[src/rtl/uart_pkg.sv]
// ---------------------------------------------------------------------------
// uart_pkg
// Shared types for the oversampling UART receiver.
//   parity_mode_t : encoding of the parity_mode input (11 behaves as none)
//   rx_state_t    : receiver frame state machine states
//   parity_enabled: true when a parity bit follows the data bits
// ---------------------------------------------------------------------------
package uart_pkg;

   typedef enum logic [1:0] {
      PARITY_NONE = 2'b00,
      PARITY_EVEN = 2'b01,
      PARITY_ODD  = 2'b10,
      PARITY_RSVD = 2'b11
   } parity_mode_t;

   typedef enum logic [2:0] {
      ST_IDLE,
      ST_START,
      ST_DATA,
      ST_PARITY,
      ST_STOP
   } rx_state_t;

   // The reserved encoding is deliberately lumped in with "no parity".
   function automatic logic parity_enabled(input parity_mode_t mode);
      return (mode == PARITY_EVEN) || (mode == PARITY_ODD);
   endfunction

endpackage

[src/rtl/uart_rx_os_if.sv]
// ---------------------------------------------------------------------------
// uart_rx_os_if
// Read side of the receiver FIFO: a valid/ready stream of received frames.
//   rd_valid : FIFO holds at least one frame
//   rd_ready : consumer accepts the head frame this cycle
//   rd_data  : head frame data bits, first received bit in the LSB
//   rd_perr  : head frame parity error flag
//   rd_ferr  : head frame framing error flag
// master = receiver side, slave = consumer side.
// ---------------------------------------------------------------------------
interface uart_rx_os_if #(
   parameter int DATA_WIDTH = 8
);
   logic                  rd_valid;
   logic                  rd_ready;
   logic [DATA_WIDTH-1:0] rd_data;
   logic                  rd_perr;
   logic                  rd_ferr;

   modport master (
      output rd_valid,
      output rd_data,
      output rd_perr,
      output rd_ferr,
      input  rd_ready
   );

   modport slave (
      input  rd_valid,
      input  rd_data,
      input  rd_perr,
      input  rd_ferr,
      output rd_ready
   );
endinterface

[src/rtl/uart_rx_fifo.sv]
// ---------------------------------------------------------------------------
// uart_rx_fifo
// Small synchronous FIFO holding completed receive frames.
//   clk, reset : clock, asynchronous active-low reset
//   push/wdata : write request and frame to store
//   pop        : read request; rdata always shows the head entry
//   full/empty : occupancy flags
// A push while full is accepted only when a pop happens in the same cycle.
// ---------------------------------------------------------------------------
module uart_rx_fifo #(
   parameter int WIDTH = 10,
   parameter int DEPTH = 4
) (
   input  logic             clk,
   input  logic             reset,
   input  logic             push,
   input  logic [WIDTH-1:0] wdata,
   input  logic             pop,
   output logic [WIDTH-1:0] rdata,
   output logic             full,
   output logic             empty
);
   localparam int PW = $clog2(DEPTH);
   localparam int CW = PW + 1;
   localparam logic [CW-1:0] FULL_COUNT = CW'(DEPTH);

   logic [WIDTH-1:0] mem [DEPTH];
   logic [PW-1:0]    wr_ptr;
   logic [PW-1:0]    rd_ptr;
   logic [CW-1:0]    count;
   logic             do_push;
   logic             do_pop;

   assign do_pop  = pop && !empty;
   assign do_push = push && (!full || do_pop);
   assign full    = (count == FULL_COUNT);
   assign empty   = (count == '0);
   assign rdata   = mem[rd_ptr];

   // Storage, pointers and occupancy. DEPTH is a power of two, so the
   // pointers wrap simply by overflowing. The storage is cleared on reset
   // so the read port shows zero until the first frame arrives.
   always_ff @(posedge clk or negedge reset) begin
      if (!reset) begin
         wr_ptr <= '0;
         rd_ptr <= '0;
         count  <= '0;
         for (int i = 0; i < DEPTH; i++) begin
            mem[i] <= '0;
         end
      end else begin
         if (do_push) begin
            mem[wr_ptr] <= wdata;
            wr_ptr      <= wr_ptr + 1'b1;
         end
         if (do_pop) begin
            rd_ptr <= rd_ptr + 1'b1;
         end
         if (do_push && !do_pop) begin
            count <= count + 1'b1;
         end else if (do_pop && !do_push) begin
            count <= count - 1'b1;
         end
      end
   end
endmodule

[src/rtl/uart_rx_os.sv]
// ---------------------------------------------------------------------------
// uart_rx_os
// Oversampling UART receiver with a receive FIFO.
//   clk, reset  : clock, asynchronous active-low reset
//   rx          : asynchronous serial line, idle high
//   baud_tick   : one-cycle strobe, OVERSAMPLE of them per bit period
//   parity_mode : 00 none, 01 even, 10 odd, 11 none (captured per frame)
//   stop_bits   : 0 one stop bit, 1 two stop bits (captured per frame)
//   overrun     : one-cycle pulse when a completed frame is dropped
//   busy        : receiver is inside a frame
//   rd_if       : valid/ready read port of the FIFO
// ---------------------------------------------------------------------------
module uart_rx_os
   import uart_pkg::*;
#(
   parameter int DATA_WIDTH = 8,
   parameter int OVERSAMPLE = 16,
   parameter int FIFO_DEPTH = 4
) (
   input  logic        clk,
   input  logic        reset,
   input  logic        rx,
   input  logic        baud_tick,
   input  logic [1:0]  parity_mode,
   input  logic        stop_bits,
   output logic        overrun,
   output logic        busy,
   uart_rx_os_if.master rd_if
);
   localparam int TW = $clog2(OVERSAMPLE);
   localparam int BW = $clog2(DATA_WIDTH);
   localparam logic [TW-1:0] HALF_LAST = TW'(OVERSAMPLE / 2 - 1);
   localparam logic [TW-1:0] BIT_LAST  = TW'(OVERSAMPLE - 1);
   localparam logic [BW-1:0] LAST_BIT  = BW'(DATA_WIDTH - 1);

   rx_state_t             state;
   rx_state_t             state_next;
   logic                  rx_meta;
   logic                  rx_sync;
   logic [1:0]            sync_fill;
   logic                  seen_high;
   logic [TW-1:0]         tick_cnt;
   logic [BW-1:0]         bit_cnt;
   logic [DATA_WIDTH-1:0] shift_reg;
   logic                  perr_r;
   logic                  ferr_acc;
   logic                  stop_cnt;
   parity_mode_t          mode_r;
   logic                  two_stop_r;
   logic                  start_edge;
   logic                  half_hit;
   logic                  bit_hit;
   logic                  push;
   logic [DATA_WIDTH+1:0] fifo_wdata;
   logic [DATA_WIDTH+1:0] fifo_rdata;
   logic                  fifo_full;
   logic                  fifo_empty;

   // half_hit marks the middle of the start bit, bit_hit the middle of every
   // later bit; both only fire on a baud_tick cycle.
   assign half_hit   = baud_tick && (state == ST_START) && (tick_cnt == HALF_LAST);
   assign bit_hit    = baud_tick && (state inside {ST_DATA, ST_PARITY, ST_STOP})
                       && (tick_cnt == BIT_LAST);
   assign busy       = (state != ST_IDLE);
   assign fifo_wdata = {ferr_acc | ~rx_sync, perr_r, shift_reg};

   // Two-flop synchronizer for the serial line. sync_fill tells us when the
   // synchronizer holds a real line sample rather than its reset value, and
   // seen_high arms start detection only after the line has been observed
   // high while idle. This keeps a line that is still low after reset or
   // after a broken frame from being mistaken for a new start bit.
   always_ff @(posedge clk or negedge reset) begin
      if (!reset) begin
         rx_meta   <= 1'b1;
         rx_sync   <= 1'b1;
         sync_fill <= 2'b00;
         seen_high <= 1'b0;
      end else begin
         rx_meta   <= rx;
         rx_sync   <= rx_meta;
         sync_fill <= {sync_fill[0], 1'b1};
         if ((state != ST_IDLE) || start_edge) begin
            seen_high <= 1'b0;
         end else if (sync_fill[1] && rx_sync) begin
            seen_high <= 1'b1;
         end
      end
   end

   // Frame state register.
   always_ff @(posedge clk or negedge reset) begin
      if (!reset) begin
         state <= ST_IDLE;
      end else begin
         state <= state_next;
      end
   end

   // Next-state logic. The push to the FIFO happens on the last stop sample,
   // in the same cycle the machine heads back to IDLE.
   always_comb begin
      state_next = state;
      start_edge = 1'b0;
      push       = 1'b0;
      case (state)
         ST_IDLE: begin
            if (seen_high && !rx_sync) begin
               start_edge = 1'b1;
               state_next = ST_START;
            end
         end
         ST_START: begin
            if (half_hit) begin
               state_next = rx_sync ? ST_IDLE : ST_DATA;
            end
         end
         ST_DATA: begin
            if (bit_hit && (bit_cnt == LAST_BIT)) begin
               state_next = parity_enabled(mode_r) ? ST_PARITY : ST_STOP;
            end
         end
         ST_PARITY: begin
            if (bit_hit) begin
               state_next = ST_STOP;
            end
         end
         ST_STOP: begin
            if (bit_hit && (!two_stop_r || stop_cnt)) begin
               push       = 1'b1;
               state_next = ST_IDLE;
            end
         end
         default: begin
            state_next = ST_IDLE;
         end
      endcase
   end

   // Frame datapath. Format settings are captured at the start edge so a
   // change in the middle of a frame only affects the next one. The tick
   // counter restarts at every sample point, so each sample lands mid-bit.
   always_ff @(posedge clk or negedge reset) begin
      if (!reset) begin
         tick_cnt   <= '0;
         bit_cnt    <= '0;
         shift_reg  <= '0;
         perr_r     <= 1'b0;
         ferr_acc   <= 1'b0;
         stop_cnt   <= 1'b0;
         mode_r     <= PARITY_NONE;
         two_stop_r <= 1'b0;
      end else begin
         if (start_edge) begin
            mode_r     <= parity_mode_t'(parity_mode);
            two_stop_r <= stop_bits;
            bit_cnt    <= '0;
            stop_cnt   <= 1'b0;
            perr_r     <= 1'b0;
            ferr_acc   <= 1'b0;
         end
         if ((state == ST_IDLE) || half_hit || bit_hit) begin
            tick_cnt <= '0;
         end else if (baud_tick) begin
            tick_cnt <= tick_cnt + 1'b1;
         end
         if (bit_hit) begin
            case (state)
               ST_DATA: begin
                  shift_reg <= {rx_sync, shift_reg[DATA_WIDTH-1:1]};
                  bit_cnt   <= bit_cnt + 1'b1;
               end
               ST_PARITY: begin
                  perr_r <= (^shift_reg) ^ rx_sync ^ (mode_r == PARITY_ODD);
               end
               ST_STOP: begin
                  ferr_acc <= ferr_acc | ~rx_sync;
                  stop_cnt <= 1'b1;
               end
               default: begin
               end
            endcase
         end
      end
   end

   // A frame is dropped only when the FIFO is full and the consumer is not
   // taking the head entry in the same cycle.
   always_ff @(posedge clk or negedge reset) begin
      if (!reset) begin
         overrun <= 1'b0;
      end else begin
         overrun <= push && fifo_full && !rd_if.rd_ready;
      end
   end

   uart_rx_fifo #(
      .WIDTH (DATA_WIDTH + 2),
      .DEPTH (FIFO_DEPTH)
   ) u_fifo (
      .clk   (clk),
      .reset (reset),
      .push  (push),
      .wdata (fifo_wdata),
      .pop   (rd_if.rd_ready),
      .rdata (fifo_rdata),
      .full  (fifo_full),
      .empty (fifo_empty)
   );

   assign rd_if.rd_valid = ~fifo_empty;
   assign {rd_if.rd_ferr, rd_if.rd_perr, rd_if.rd_data} = fifo_rdata;
endmodule

[src/flat_wrapper.sv]
// flat-port wrapper written by rule: the top's interface ports become plain ports
module uart_rx_os_flat import uart_pkg::*;
#(
   parameter int DATA_WIDTH = 8,
   parameter int OVERSAMPLE = 16,
   parameter int FIFO_DEPTH = 4
)
  (clk, reset, rx, baud_tick, parity_mode, stop_bits, overrun, busy, rd_if_rd_valid, rd_if_rd_data, rd_if_rd_perr, rd_if_rd_ferr, rd_if_rd_ready);
  uart_rx_os_if #(.DATA_WIDTH(DATA_WIDTH)) rd_if_i ();
  input  logic clk;
  input  logic reset;
  input  logic rx;
  input  logic baud_tick;
  input  logic [1:0] parity_mode;
  input  logic stop_bits;
  output logic overrun;
  output logic busy;
  output wire logic [$bits(rd_if_i.rd_valid)-1:0] rd_if_rd_valid;
  output wire logic [$bits(rd_if_i.rd_data)-1:0] rd_if_rd_data;
  output wire logic [$bits(rd_if_i.rd_perr)-1:0] rd_if_rd_perr;
  output wire logic [$bits(rd_if_i.rd_ferr)-1:0] rd_if_rd_ferr;
  input wire logic [$bits(rd_if_i.rd_ready)-1:0] rd_if_rd_ready;
  assign rd_if_rd_valid = rd_if_i.rd_valid;
  assign rd_if_rd_data = rd_if_i.rd_data;
  assign rd_if_rd_perr = rd_if_i.rd_perr;
  assign rd_if_rd_ferr = rd_if_i.rd_ferr;
  assign rd_if_i.rd_ready = rd_if_rd_ready;
  uart_rx_os #(.DATA_WIDTH(DATA_WIDTH), .OVERSAMPLE(OVERSAMPLE), .FIFO_DEPTH(FIFO_DEPTH)) u_core (.clk(clk), .reset(reset), .rx(rx), .baud_tick(baud_tick), .parity_mode(parity_mode), .stop_bits(stop_bits), .overrun(overrun), .busy(busy), .rd_if(rd_if_i));
endmodule
[config.mk]
export PLATFORM = sky130hd
export DESIGN_NAME = uart_rx_os_flat
export DESIGN_NICKNAME = d
export VERILOG_FILES = /design/src/rtl/uart_pkg.sv /design/src/rtl/uart_rx_os_if.sv /design/src/rtl/uart_rx_fifo.sv /design/src/rtl/uart_rx_os.sv /design/src/flat_wrapper.sv
export SDC_FILE = /design/constraint.sdc
export NUM_CORES = 1
export LEC_CHECK = 0
export ABC_AREA = 1
export BUFFER_PORTS_ARGS = -buffer_cell sky130_fd_sc_hd__clkbuf_2
export CORE_MARGIN = 5
export CORE_UTILIZATION = 35
export DETAILED_ROUTE_END_ITERATION = 8
export SLEW_MARGIN = 20
export SYNTH_ARGS = -nofsm -noshare
export SYNTH_HDL_FRONTEND = slang
export SYNTH_HIERARCHICAL = 1
export SYNTH_SLANG_ARGS = --single-unit
export TNS_END_PERCENT = 100
[constraint.sdc]
create_clock -name clk -period 3.32 [get_ports clk]
set_clock_uncertainty 0.15 [all_clocks]
set_input_delay 0.332 -clock clk [delete_from_list [all_inputs] [get_ports clk]]
set_output_delay 0.332 -clock clk [all_outputs]
set_load 0.01 [all_outputs]
# Word level (Yosys, flattened, before mapping)
# Cells that the tools add are included.
# W data, S select, Z words.
# totals
ff_bits	77
in_bits	8
output_inout_bits	13
wordCells	126
# classes
add_sub_neg	6
magnitude_cmp	3
eq_ne	15
n_mux	36
n_bitwise	7
n_reduce_logical	38
# op_table
op	count
$bwmux W40	1
$mux W3	11
$mux W10	3
$bmux W10 S2	1
$demux W10 S2	1
$logic_and A1 B1 Y1	15
$mux W1	15
$pmux W3 S5	1
$eq A3 B3 Y1 const B	3
$mux W4	2
$reduce_xor A8 Y1	1
$logic_not A1 Y1	7
$add A3 B1 Y3 const B	2
$eq A3 B2 Y1 const B	2
$ge A3 B3 Y1 const B	2
$logic_not A3 Y1	2
$logic_or A1 B1 Y1	6
$ne A2 B1 Y1 const B	3
$not A2 Y3	2
$reduce_bool A2 Y1	3
$reduce_bool A3 Y1	2
$reduce_and A5 Y1	1
$add A2 B1 Y2 const B	2
$add A4 B1 Y4 const B	1
13 further kinds	16

# Longest topological paths before layout
# depth
word_depth	12
depth_mapped	15
depth_no_buf	14

# Hierarchy
# The synthesis kept the hierarchy.
# by_module_without_submodules
mod	instances	cells_each	area_per_inst_um2
uart_rx_fifo	1	277	2369.8
uart_rx_os	1	179	1584.0

# Worst setup path after synthesis
# Ideal clock, no wire load.
# synth_path
path_type	reg2reg
from	register u_core.tick_cnt[1]
to	register u_core.u_fifo.count[1]
setup_time_ps	125
arrival_time_ps	2204
required_time_ps	3045
path_slack_ps	841
stages_incl_launch_ff	13
n_path_buf	1
synth_period_minus_slack_ps	2479
cell_sequence	dfrtp_1 > ha_1 > nand3_4 > nor2_8 > nand2_2 > nor2_1 > buf_6 > nand2_1 > inv_1 > ha_1 > inv_1 > fa_1 > mux2_2
# synth_between
elab_chain_cells	9
word_cells_on_any_way	11
cone_classes	eq/ne: 1; mux: 3; reduce/logical: 7
# synth_rtl
element	line	rtl
from (decl)	uart_rx_os.sv:42	logic [TW-1:0] tick_cnt;
from (signal assigned)	uart_rx_os.sv:164	tick_cnt <= tick_cnt + 1'b1;
$eq A4 B4 Y1 (*)	uart_rx_os.sv:63	&& (tick_cnt == BIT_LAST);
$logic_and A1 B1 Y1 (*)	uart_rx_os.sv:63	
$logic_and A1 B1 Y1 (*)	uart_rx_os.sv:128	if (bit_hit && (!two_stop_r || stop_cnt)) begin
$mux W1 (*)	uart_rx_os.sv:128	
$mux W1 (*)	uart_rx_os.sv:105	case (state)
via u_core.push	uart_rx_os.sv:53	logic push;
$logic_and A1 B1 Y1 (*)	uart_rx_fifo.sv:35	assign do_push = push && (!full || do_pop);
via u_core.u_fifo.do_push	uart_rx_fifo.sv:31	logic do_push;
$logic_not A1 Y1	uart_rx_fifo.sv:61	end else if (do_pop && !do_push) begin
$logic_and A1 B1 Y1	uart_rx_fifo.sv:61	
$reduce_bool A2 Y1 (no line)	--	
to (signal assigned)	uart_rx_fifo.sv:60	count <= count + 1'b1;
to (signal assigned)	uart_rx_fifo.sv:62	count <= count - 1'b1;
to (decl)	uart_rx_fifo.sv:30	logic [CW-1:0] count;
# Mark *: on every way through the listed nets, which the timed path passes. The rest lies on a longest branch.
# A chain may end at the register's enable or synchronous reset.

# Final worst setup path
# layout_path
from	register u_core.tick_cnt[1]
to	register u_core.u_fifo.count[2]
# Same word-level chain as after synthesis.

==> impl_metrics.csv <==
group,metric,value,unit
clocking,post_cts_buffers,0,
worst_hold_path,min_path_type,"in -> reg",
sta,tns,0,ns
outcome,status,"finished, final reports clean",
finish,areaGrowthSynthToFinish,11.6,%
critical_path,critPathKind,"reg -> reg",
pwr,total_power,3000,uW
sta,slew_violations,0,
clocking,cts_htree_levels,3,
detailed_routing,vias_per_cell,5.09,
sta,setup_violations,0,
clocking,path_clk_slew,0.06,ns
clocking,cts_buffers,9,
clocking,clockRootBuffer,"clkbuf_16",
finish,regArea,0.00193,sq mm
floorplan,ios,21,
critical_path,crit_path_end_kind,"register",
yosys,syn_area_per_cell,8.67,sq um
floorplan,die_x,116,um
detailed_routing,num_vias,3141,
yosys,seq_area_frac_synth,48.8,%
floorplan,die-area,0.0135,sq mm
floorplan,start_util,36.2,%
clocking,clock_path_buffers,2,
critical_path,cp.arrival,2.52,ns
sta,slew_headroom,53.4,%
global_route,grt_pass1_wl,15300,um
yosys,ys_seq_elements,77,
global_route,grt_pass1_vias,3082,
placement,gp_congestion,0.811,
yosys,ys_types,39,
placement,place_hpwl,5590,um
yosys,ys.warnings.count,6,
detailed_routing,drc,0,
detailed_routing,dr.pass1.iters,4,
clocking,hold_buffers,1,
detailed_routing,wl,8770,um
clocking,cts_num_sinks,77,
critical_path,critPathRequiredTime,3.39,ns
finish,largest_register_ffs,40,
flow_run,drv_cap,0,
clocking,cts_tree,"done",
detailed_routing,drtAntennaViolNets,0,
critical_path,start_kind,"register",
clocking,post_cts_resized,0,
detailed_routing,drt_iter0_markers,305,
sta,hold_viol_final,0,
sta,tightest_slew,0.699,ns
sta,max_freq,0.408,GHz
finish,filler_cell_count,1104,
sta,fin_crit_sh,73.7,%
global_route,overflow,0,
yosys,synth_nets,474,
global_route,grt_start_max_net_pins,78,
critical_path,critical_path.max_fanout,7,
sta,min_period,2.45,ns
pwr,p_per_area,679,mW/mm^2
floorplan,core,0.0109,sq mm
yosys,syn_inst,456,
floorplan,dieHeight,116,um
finish,drive_gt1_share,15.1,%
sta,rsz0062_at_grt,"false",
finish,nets,490,
global_route,track_usage,14.3,%
finish,diodes,0,
placement,place_inst,599,
pwr,ir_drop,0.353,mV
pwr,p_leak,0.00222,uW
finish,multi_input_area,0.00177,sq mm
finish,instances_no_fill,617,
clocking,clk_latency,0.33,ns
global_route,antenna_found_initial,0,
detailed_routing,post_drt_wl_per_cell,14.2,um
placement,portBuffers,20,
yosys,synthesis.area,0.00395,sq mm
floorplan,rows,38,
-- kinds of logic (layout without fill, tap and decap cells) --
| group | count (synthesis) | in the layout | synth area share, % |
|---|---|---|---|
| simple gates | 249 | 249 | 30.7 |
| buf+inv | 54 | 75 | 6.49 |
| flops | 77 | 77 | 48.8 |
| mux | 3 | 3 | 0.918 |
| fa+ha+maj | 10 | 10 | 3.35 |
| other cells | 1 | 1 | 0.0948 |
| compound gates | 53 | 53 | 7.66 |
| xor+xnor | 9 | 9 | 1.99 |
-- synth_stat cells (all sizes together) --
master / n / area share, %
buf: 13 / 2.6
a31oi: 1 / 0.16
clkbuf: 7 / 0.66
dfrtp: 75 / 47
nor4b: 1 / 0.38
nand3b: 2 / 0.38
nand2: 143 / 14
ha: 9 / 2.8
nand3: 18 / 3.9
xnor2: 5 / 1.1
inv: 34 / 3.2
fa: 1 / 0.51
a21oi: 5 / 0.82
conb: 1 / 0.095
xor2: 4 / 0.89
mux2i: 1 / 0.25
mux2: 2 / 0.66
nor2: 34 / 4.3
and3: 1 / 0.19
nor3: 6 / 0.89
o22ai: 11 / 1.7
dfstp: 2 / 1.3
o21ai: 36 / 4.9
or2: 1 / 0.16
nand4: 43 / 6.8
-- area by class of cell --
| cell class | instances | area share, % |
|---|---|---|
| sequential | 77 | 43.7 |
| clock inverter | 4 | 0.567 |
| tap | 140 | 3.97 |
| clock buffer | 12 | 5.36 |
| inverter | 34 | 2.89 |
| timing repair buffer | 25 | 3.37 |
| multi-input combinational | 325 | 40.1 |
-- where the power goes --
part | leakage (uW) | switching (uW) | internal, uW
Sequential | 0.00100 | 167 | 1050
Combinational | 0.00109 | 556 | 353
Clock | 0.000123 | 371 | 504
-- per-layer routing --
metal / part of all wire (%) / up-vias / global-route usage [%]
met5: 0 / - / 0
met4: 1.0 / 0 / 4.80
met3: 7.0 / 7 / 3.73
met2: 47 / 90 / 22.8
met1: 45 / 1491 / 19.0
li1: - / 1553 / -
-- cell usage in the layout, fill, tap and decap left out, drive strengths merged --
master	n
o21ai	36
fa	1
a31oi	1
and3	1
dlygate4sd3	2
xor2	4
clkbuf	31
inv	34
mux2i	1
or2	1
nand4	43
o22ai	11
nor3	6
nand2	143
mux2	2
clkinvlp	2
nand3b	2
dfrtp	75
dfstp	2
nand3	18
xnor2	5
a21oi	5
ha	9
buf	4
conb	1
nor2	34
nor4b	1
clkinv	2
-- critical path, cell delays in order (launching register included) --
cell,delay [ns]
dfrtp_1,0.38
ha_1,0.23
nand3_4,0.12
nor2_8,0.15
nand2_2,0.11
nor2_2,0.11
nand2_1,0.09
inv_1,0.08
ha_1,0.16
inv_1,0.07
fa_1,0.38
nand2_1,0.08
nand3b_1,0.09
xor2_1,0.15
-- through the flow --
stage          instance area, sq um  util [%]  worst slack (ns)  hold slack, ns
2_1_floorplan                  3950         -             0.841          -0.114
4_1_cts                        4400      40.2             0.855          0.0456
6_report                       4410      40.4             0.872          0.0569
3_5_place_dp                   4130      37.7             0.858           0.185
5_1_grt                        4410      40.4             0.677          0.0531
3_3_place_gp                   4130      37.7             0.920           0.184
-- final timing paths --
kind	startpoint	to	slack, ns	depth (start not counted)
max	u_core/tick_cnt[1]	u_core/u_fifo/count[2]	0.87	13
min reg2reg	u_core/sync_fill[0]	u_core/sync_fill[1]	0.20	0
max in group asynchronous	reset	u_core/tick_cnt[2]	2.09	2
max reg2reg	u_core/tick_cnt[1]	u_core/u_fifo/count[2]	0.87	13
min	parity_mode[1]	u_core/mode_r[1]	0.06	3
min in group asynchronous	reset	u_core/u_fifo/mem[0]	0.45	2
Power figures use the tool's default switching activity.
